### config.mk
export PLATFORM = sky130hd
export DESIGN_NAME = lcd_timing_gen
export DESIGN_NICKNAME = d
export VERILOG_FILES = /design/src/rtl/lcd_timing_pkg.sv /design/src/rtl/lcd_timing_gen.sv
export SDC_FILE = /design/constraint.sdc
export NUM_CORES = 1
export LEC_CHECK = 0
export ABC_AREA = 0
export CORE_MARGIN = 2
export CORE_UTILIZATION = 55
export CTS_CLUSTER_SIZE = 24
export DETAILED_ROUTE_END_ITERATION = 8
export PLACE_DENSITY = 0.87
export SYNTH_ARGS = -nofsm -noshare
export SYNTH_HDL_FRONTEND = slang
export SYNTH_SLANG_ARGS = --single-unit
### constraint.sdc
create_clock -name clk -period 2.29 [get_ports clk]
set_input_delay 0.687 -clock clk [delete_from_list [all_inputs] [get_ports clk]]
set_output_delay 0.687 -clock clk [all_outputs]
set_load 0.02 [all_outputs]
### src/rtl/lcd_timing_pkg.sv
// Shared 480x272 panel geometry so the generator and the downstream overlay
// stages agree on line/frame layout.
package lcd_timing_pkg;

    localparam int LCD_CNT_W    = 10;
    localparam int LCD_CNT_MAX  = 1 << LCD_CNT_W;

    localparam int LCD_H_ACTIVE = 480;
    localparam int LCD_H_FP     = 2;
    localparam int LCD_H_SYNC   = 41;
    localparam int LCD_H_BP     = 2;

    localparam int LCD_V_ACTIVE = 272;
    localparam int LCD_V_FP     = 2;
    localparam int LCD_V_SYNC   = 10;
    localparam int LCD_V_BP     = 2;

    localparam bit LCD_SYNC_POL = 1'b0;

    function automatic int span_total(input int sync_w, input int bp_w,
                                      input int act_w, input int fp_w);
        return sync_w + bp_w + act_w + fp_w;
    endfunction

    localparam int LCD_H_TOTAL = span_total(LCD_H_SYNC, LCD_H_BP, LCD_H_ACTIVE, LCD_H_FP);
    localparam int LCD_V_TOTAL = span_total(LCD_V_SYNC, LCD_V_BP, LCD_V_ACTIVE, LCD_V_FP);

    // One pipeline stage worth of decoded timing; sync flags are "active", not pin level.
    typedef struct packed {
        logic                 de;
        logic                 hs_act;
        logic                 vs_act;
        logic [LCD_CNT_W-1:0] x;
        logic [LCD_CNT_W-1:0] y;
    } lcd_stage_t;

endpackage

### src/rtl/lcd_timing_gen.sv
// LCD raster source: h/v counters, active-area decode, and a two-stage pipeline
// giving a request stream one clock ahead of the hs/vs/de/x/y output stream.
module lcd_timing_gen
    import lcd_timing_pkg::*;
#(
    parameter int H_ACTIVE = LCD_H_ACTIVE,
    parameter int H_FP     = LCD_H_FP,
    parameter int H_SYNC   = LCD_H_SYNC,
    parameter int H_BP     = LCD_H_BP,
    parameter int V_ACTIVE = LCD_V_ACTIVE,
    parameter int V_FP     = LCD_V_FP,
    parameter int V_SYNC   = LCD_V_SYNC,
    parameter int V_BP     = LCD_V_BP,
    parameter bit SYNC_POL = LCD_SYNC_POL
) (
    input  logic                 clk,
    input  logic                 rst_n,
    input  logic                 en,
    output logic                 req_de,
    output logic [LCD_CNT_W-1:0] req_x,
    output logic [LCD_CNT_W-1:0] req_y,
    output logic                 out_hs,
    output logic                 out_vs,
    output logic                 out_de,
    output logic [LCD_CNT_W-1:0] x_out,
    output logic [LCD_CNT_W-1:0] y_out,
    output logic                 frame_start
);

    localparam int H_TOTAL = span_total(H_SYNC, H_BP, H_ACTIVE, H_FP);
    localparam int V_TOTAL = span_total(V_SYNC, V_BP, V_ACTIVE, V_FP);
    localparam int H_START = H_SYNC + H_BP;
    localparam int H_END   = H_START + H_ACTIVE;
    localparam int V_START = V_SYNC + V_BP;
    localparam int V_END   = V_START + V_ACTIVE;

    generate
        if (H_TOTAL > LCD_CNT_MAX || V_TOTAL > LCD_CNT_MAX) begin : g_bad_geometry
            $error("lcd_timing_gen: H_TOTAL/V_TOTAL exceed 10-bit counter range");
        end
    endgenerate

    logic [LCD_CNT_W-1:0] r_hcnt;
    logic [LCD_CNT_W-1:0] r_vcnt;
    logic                 w_h_wrap;
    logic                 w_v_wrap;

    assign w_h_wrap = (r_hcnt == LCD_CNT_W'(H_TOTAL - 1));
    assign w_v_wrap = (r_vcnt == LCD_CNT_W'(V_TOTAL - 1));

    always_ff @(posedge clk or negedge rst_n) begin
        if (!rst_n) begin
            r_hcnt <= '0;
            r_vcnt <= '0;
        end else if (en) begin
            if (w_h_wrap) begin
                r_hcnt <= '0;
                r_vcnt <= w_v_wrap ? '0 : r_vcnt + 1'b1;
            end else begin
                r_hcnt <= r_hcnt + 1'b1;
            end
        end
    end

    // Compare in 11 bits so an end bound of exactly 1024 stays representable.
    logic [LCD_CNT_W:0] w_hcnt_ext;
    logic [LCD_CNT_W:0] w_vcnt_ext;
    logic               w_h_in;
    logic               w_v_in;
    lcd_stage_t         w_s1_next;

    assign w_hcnt_ext = {1'b0, r_hcnt};
    assign w_vcnt_ext = {1'b0, r_vcnt};
    assign w_h_in = (w_hcnt_ext >= (LCD_CNT_W+1)'(H_START)) && (w_hcnt_ext < (LCD_CNT_W+1)'(H_END));
    assign w_v_in = (w_vcnt_ext >= (LCD_CNT_W+1)'(V_START)) && (w_vcnt_ext < (LCD_CNT_W+1)'(V_END));

    always_comb begin
        w_s1_next        = '0;
        w_s1_next.de     = w_h_in && w_v_in;
        w_s1_next.hs_act = (w_hcnt_ext < (LCD_CNT_W+1)'(H_SYNC));
        w_s1_next.vs_act = (w_vcnt_ext < (LCD_CNT_W+1)'(V_SYNC));
        if (w_s1_next.de) begin
            w_s1_next.x = r_hcnt - LCD_CNT_W'(H_START);
            w_s1_next.y = r_vcnt - LCD_CNT_W'(V_START);
        end
    end

    lcd_stage_t r_s1;
    lcd_stage_t r_s2;
    logic       r_frame_start;

    // Pipeline advances only with en so a stall freezes every output in place.
    always_ff @(posedge clk or negedge rst_n) begin
        if (!rst_n) begin
            r_s1          <= '0;
            r_s2          <= '0;
            r_frame_start <= 1'b0;
        end else if (en) begin
            r_s1          <= w_s1_next;
            r_s2          <= r_s1;
            r_frame_start <= r_s1.de && (r_s1.x == '0) && (r_s1.y == '0);
        end
    end

    assign req_de      = r_s1.de;
    assign req_x       = r_s1.x;
    assign req_y       = r_s1.y;
    assign out_de      = r_s2.de;
    assign x_out       = r_s2.x;
    assign y_out       = r_s2.y;
    assign frame_start = r_frame_start;
    assign out_hs      = SYNC_POL ? r_s2.hs_act : ~r_s2.hs_act;
    assign out_vs      = SYNC_POL ? r_s2.vs_act : ~r_s2.vs_act;

endmodule

==> key figures <==
Status
  – Status: complete, but fails checks
  – Failing checks: design-rule violations

Global routing
  – First-pass GRT wire length: 11890 um
  – GRT overflow: 0
  – Largest net degree at the start of global routing: 57
  – Initial antenna violation count: 0
  – Vias in the first global route: 2409
  – Total GRT Usage: 0.2102

Timing
  – Slew Limit Fails: 0
  – Fin worst setup slack: 0.1214 ns
  – Final setup viols: 0
  – Min Tclk post-route: 2.169 ns
  – Skew final: 0.009110 ns
  – Max Freq: 0.4611 GHz
  – Worst slew pin tran: 0.6277 ns
  – Fin Setup TNS: 0 ns
  – Max-Slew Margin vs Limit: 0.5815
  – Final worst path period share: 0.9470
  – RSZ-0062 raised after global routing: no
  – Fin. Hold Viols: 0

Clock tree
  – CTS tree: done
  – CTS Buf Count: 9
  – Clock Latency Late Sink: 0.35 ns
  – Clk slew on worst S/H paths: 0.08 ns
  – Clk root buf: clkbuf_8
  – Post-CTS Setup Bufs: 0
  – Number of H-tree levels: 3
  – Post-CTS Hold Fix Bufs: 0
  – Post-CTS Resized: 0
  – CTS sink cnt: 67
  – Clk buf depth: 2

Final layout
  – Commonest non-fill, non-tap cell in the layout: dfrtp_1
  – Layout Area Growth over Synthesis: 13.38%
  – Final nets: 359
  – Commonest non-fill, non-tap cells in the layout: dfrtp_1 (67), clkdlybuf4s50_1 (45), inv_1 (32)
  – Fraction of layout cells with a size suffix above 1: 0.2175
  – Antenna cells: 0

Power
  – Maximum vdd drop: 0.4033 mV
  – Clock Power Share: 0.284
  – Combinational share of power: 0.304
  – Seq pwr share: 0.412
  – Cell internal pwr: 2.577 mW
  – Static Leak: 1.826 nW
  – Psw: 1.316 mW
  – Power Density: 934.4 mW/mm2
  – Sw Ratio: 0.3380
  – Final Power: 3.893 mW

Detailed routing
  – Vias per inst: 5.773
  – DRC errors left: 5
  – Vias: 2488
  – Drt first-iter violations: 145
  – DRT Pass-1 Iters: 6
  – Drt wl/cell: 17.03 um
  – Antenna-violating nets left: 0
  – Detailed Route WL: 7340 um

Worst setup path
  – Crit path to: req_x[8]$_DFFE_PN0P_
  – Bufs and invs on worst path: 1
  – R2R setup slack: 0.12 ns
  – Reg2Reg Depth: 6
  – CP required: 2.51 ns
  – Crit-path cells: ha_1 > o21a_1 > o21a_1 > o311ai_4 > buf_4 > o22ai_2
  – CP startpoint: r_hcnt[1]$_DFFE_PN0P_
  – Crit start category: register
  – Most Frequent Cell on Critical Path: o21a_1
  – Slowest stage delay, CP: 0.48 ns
  – Critical path arrival: 2.39 ns
  – CP top delay family: compound AO/OA/AOI/OAI gates
  – Worst setup EP type: register
  – Setup CP Type: register to register
  – Max Fanout on Critical Path: 7
  – Reg-to-reg endpoint: req_x[8]$_DFFE_PN0P_
  – Slowest stage cell, crit path: o311ai_4
  – Reg2Reg Launch Point: r_hcnt[1]$_DFFE_PN0P_
  – Total number of cells along the worst setup path: 6

Floorplanning
  – Die area: 0.007351 mm2
  – Top Ports: 48
  – Row Count: 29
  – Starting Density: 0.5722
  – Core area: 0.006422 mm2
  – Die Y: 85.74 um
  – DIE WIDTH: 85.74 um

Min path
  – Hold Path Class: input pin to asynchronous set/reset pin

Synthesis
  – Syn Area/Cell: 10.71 um2
  – Mapped cell area: 0.003675 mm2
  – Sequential share of the synthesized area: 0.4562
  – Synth unique cells: 48
  – Syn nets: 353
  – Synth warn: 0
  – Mapped Cells: 343
  – Number of synthesized register bits: 67

Placement
  – Worst slack at placement: 0.1813 ns
  – Port buffer count: 47
  – Dpl hpwl: 4850 um
  – GPL Wtd Cong: 0.8682

Job
  – Max cap viols: 0
## flip-flops by register name, indices dropped and copies added (netlist names)
register	flops
r_hcnt	10
req_de	1
r_s2	2
y_out	10
req_x	10
r_vcnt	10
frame_start	1
x_out	10
r_s1	2
req_y	10
out_de	1
## power by group through the flow
stage                     Sequential (mW)  Combinational (mW)  Clock (mW)
after floorplan                      1.50               0.984           0
after global placement               1.58                1.13           0
after detailed placement             1.61                1.16           0
after CTS                            1.60                1.19        1.11
after global routing                 1.63                1.27        1.16
final                                1.60                1.18        1.11
## metrics by stage
stage          cells  utilization  cell area [um2]  hold slack (ns)
5_1_grt          431       0.6487             4167           0.3964
3_5_place_dp     415       0.6135             3940           0.4834
3_3_place_gp     415       0.6135             3940           0.4663
4_1_cts          431       0.6487             4167           0.3624
2_1_floorplan    343            -             3675           0.3914
6_report         431       0.6487             4167           0.3496
## synth_stat cells (all sizes together)
| master | instances | area share |
|---|---|---|
| and4 | 2 | 0.0048 |
| and3 | 6 | 0.010 |
| nor2 | 8 | 0.0082 |
| a21oi | 10 | 0.014 |
| nor3 | 7 | 0.0095 |
| o2111ai | 1 | 0.0024 |
| a2111o | 1 | 0.0031 |
| o31ai | 2 | 0.0078 |
| a31oi | 3 | 0.0051 |
| buf | 56 | 0.11 |
| inv | 32 | 0.033 |
| ha | 7 | 0.024 |
| nor3b | 1 | 0.0020 |
| o32ai | 1 | 0.0044 |
| o21ai | 16 | 0.022 |
| o311ai | 1 | 0.0044 |
| nand2b | 2 | 0.0034 |
| clkbuf | 5 | 0.0054 |
| and2 | 1 | 0.0017 |
| a211oi | 2 | 0.0041 |
| o21a | 2 | 0.0041 |
| nor4 | 5 | 0.0085 |
| mux2 | 23 | 0.070 |
| mux2i | 1 | 0.0027 |
| xnor2 | 10 | 0.024 |
| nand2 | 15 | 0.015 |
| a21o | 2 | 0.0041 |
| dfrtp | 67 | 0.46 |
| o41ai | 1 | 0.0044 |
| a221oi | 1 | 0.0041 |
| o22ai | 20 | 0.066 |
| or2 | 3 | 0.0051 |
| xor2 | 10 | 0.024 |
| or3 | 3 | 0.0065 |
| o21bai | 1 | 0.0020 |
| nand3 | 3 | 0.0041 |
| nor4b | 1 | 0.0024 |
| nor2b | 1 | 0.0017 |
| nand4 | 10 | 0.017 |
## layout make-up
class	instances	area [um2]
fillers	452	2256
flip-flops and latches	67	1677
multi-input cells	183	1469
repair buffers	56	578.1
clock buffers	10	137.6
inverters	32	120.1
well taps	77	96.34
clock inverters	6	88.84
## per-layer routing
layer | GRT usage | wire length, um
met3 | 0.03657 | 343
met4 | 0.1010 | 162
met2 | 0.3452 | 3696
met1 | 0.2708 | 3137
met5 | 0 | 0
## worst register-to-register path, stage by stage, from the launching register on
cell and delay (ns):
dfrtp_1 0.43, ha_1 0.29, o21a_1 0.25, o21a_1 0.24, o311ai_4 0.48, buf_4 0.26
o22ai_2 0.10
## cell families after synthesis
logic type | Yosys count | synth area share
buf+inv | 93 | 0.1467
simple gates | 68 | 0.1004
flops | 67 | 0.4562
compound gates | 64 | 0.1519
mux | 24 | 0.07320
xor+xnor | 20 | 0.04767
fa+ha+maj | 7 | 0.02383
## worst min path at each step
stage / start / end / slack, ns
4_1_cts: rst_n / y_out[2]$_DFFE_PN0P_ / 0.36
6_report: rst_n / y_out[2]$_DFFE_PN0P_ / 0.35
2_1_floorplan: rst_n / frame_start$_DFFE_PN0P_ / 0.39
3_5_place_dp: r_s1[20]$_DFFE_PN0P_ / r_s2[20]$_DFFE_PN0P_ / 0.48
3_3_place_gp: r_s1[21]$_DFFE_PN0P_ / r_s2[21]$_DFFE_PN0P_ / 0.47
5_1_grt: rst_n / y_out[2]$_DFFE_PN0P_ / 0.40
(Power assumes the default switching activity.)
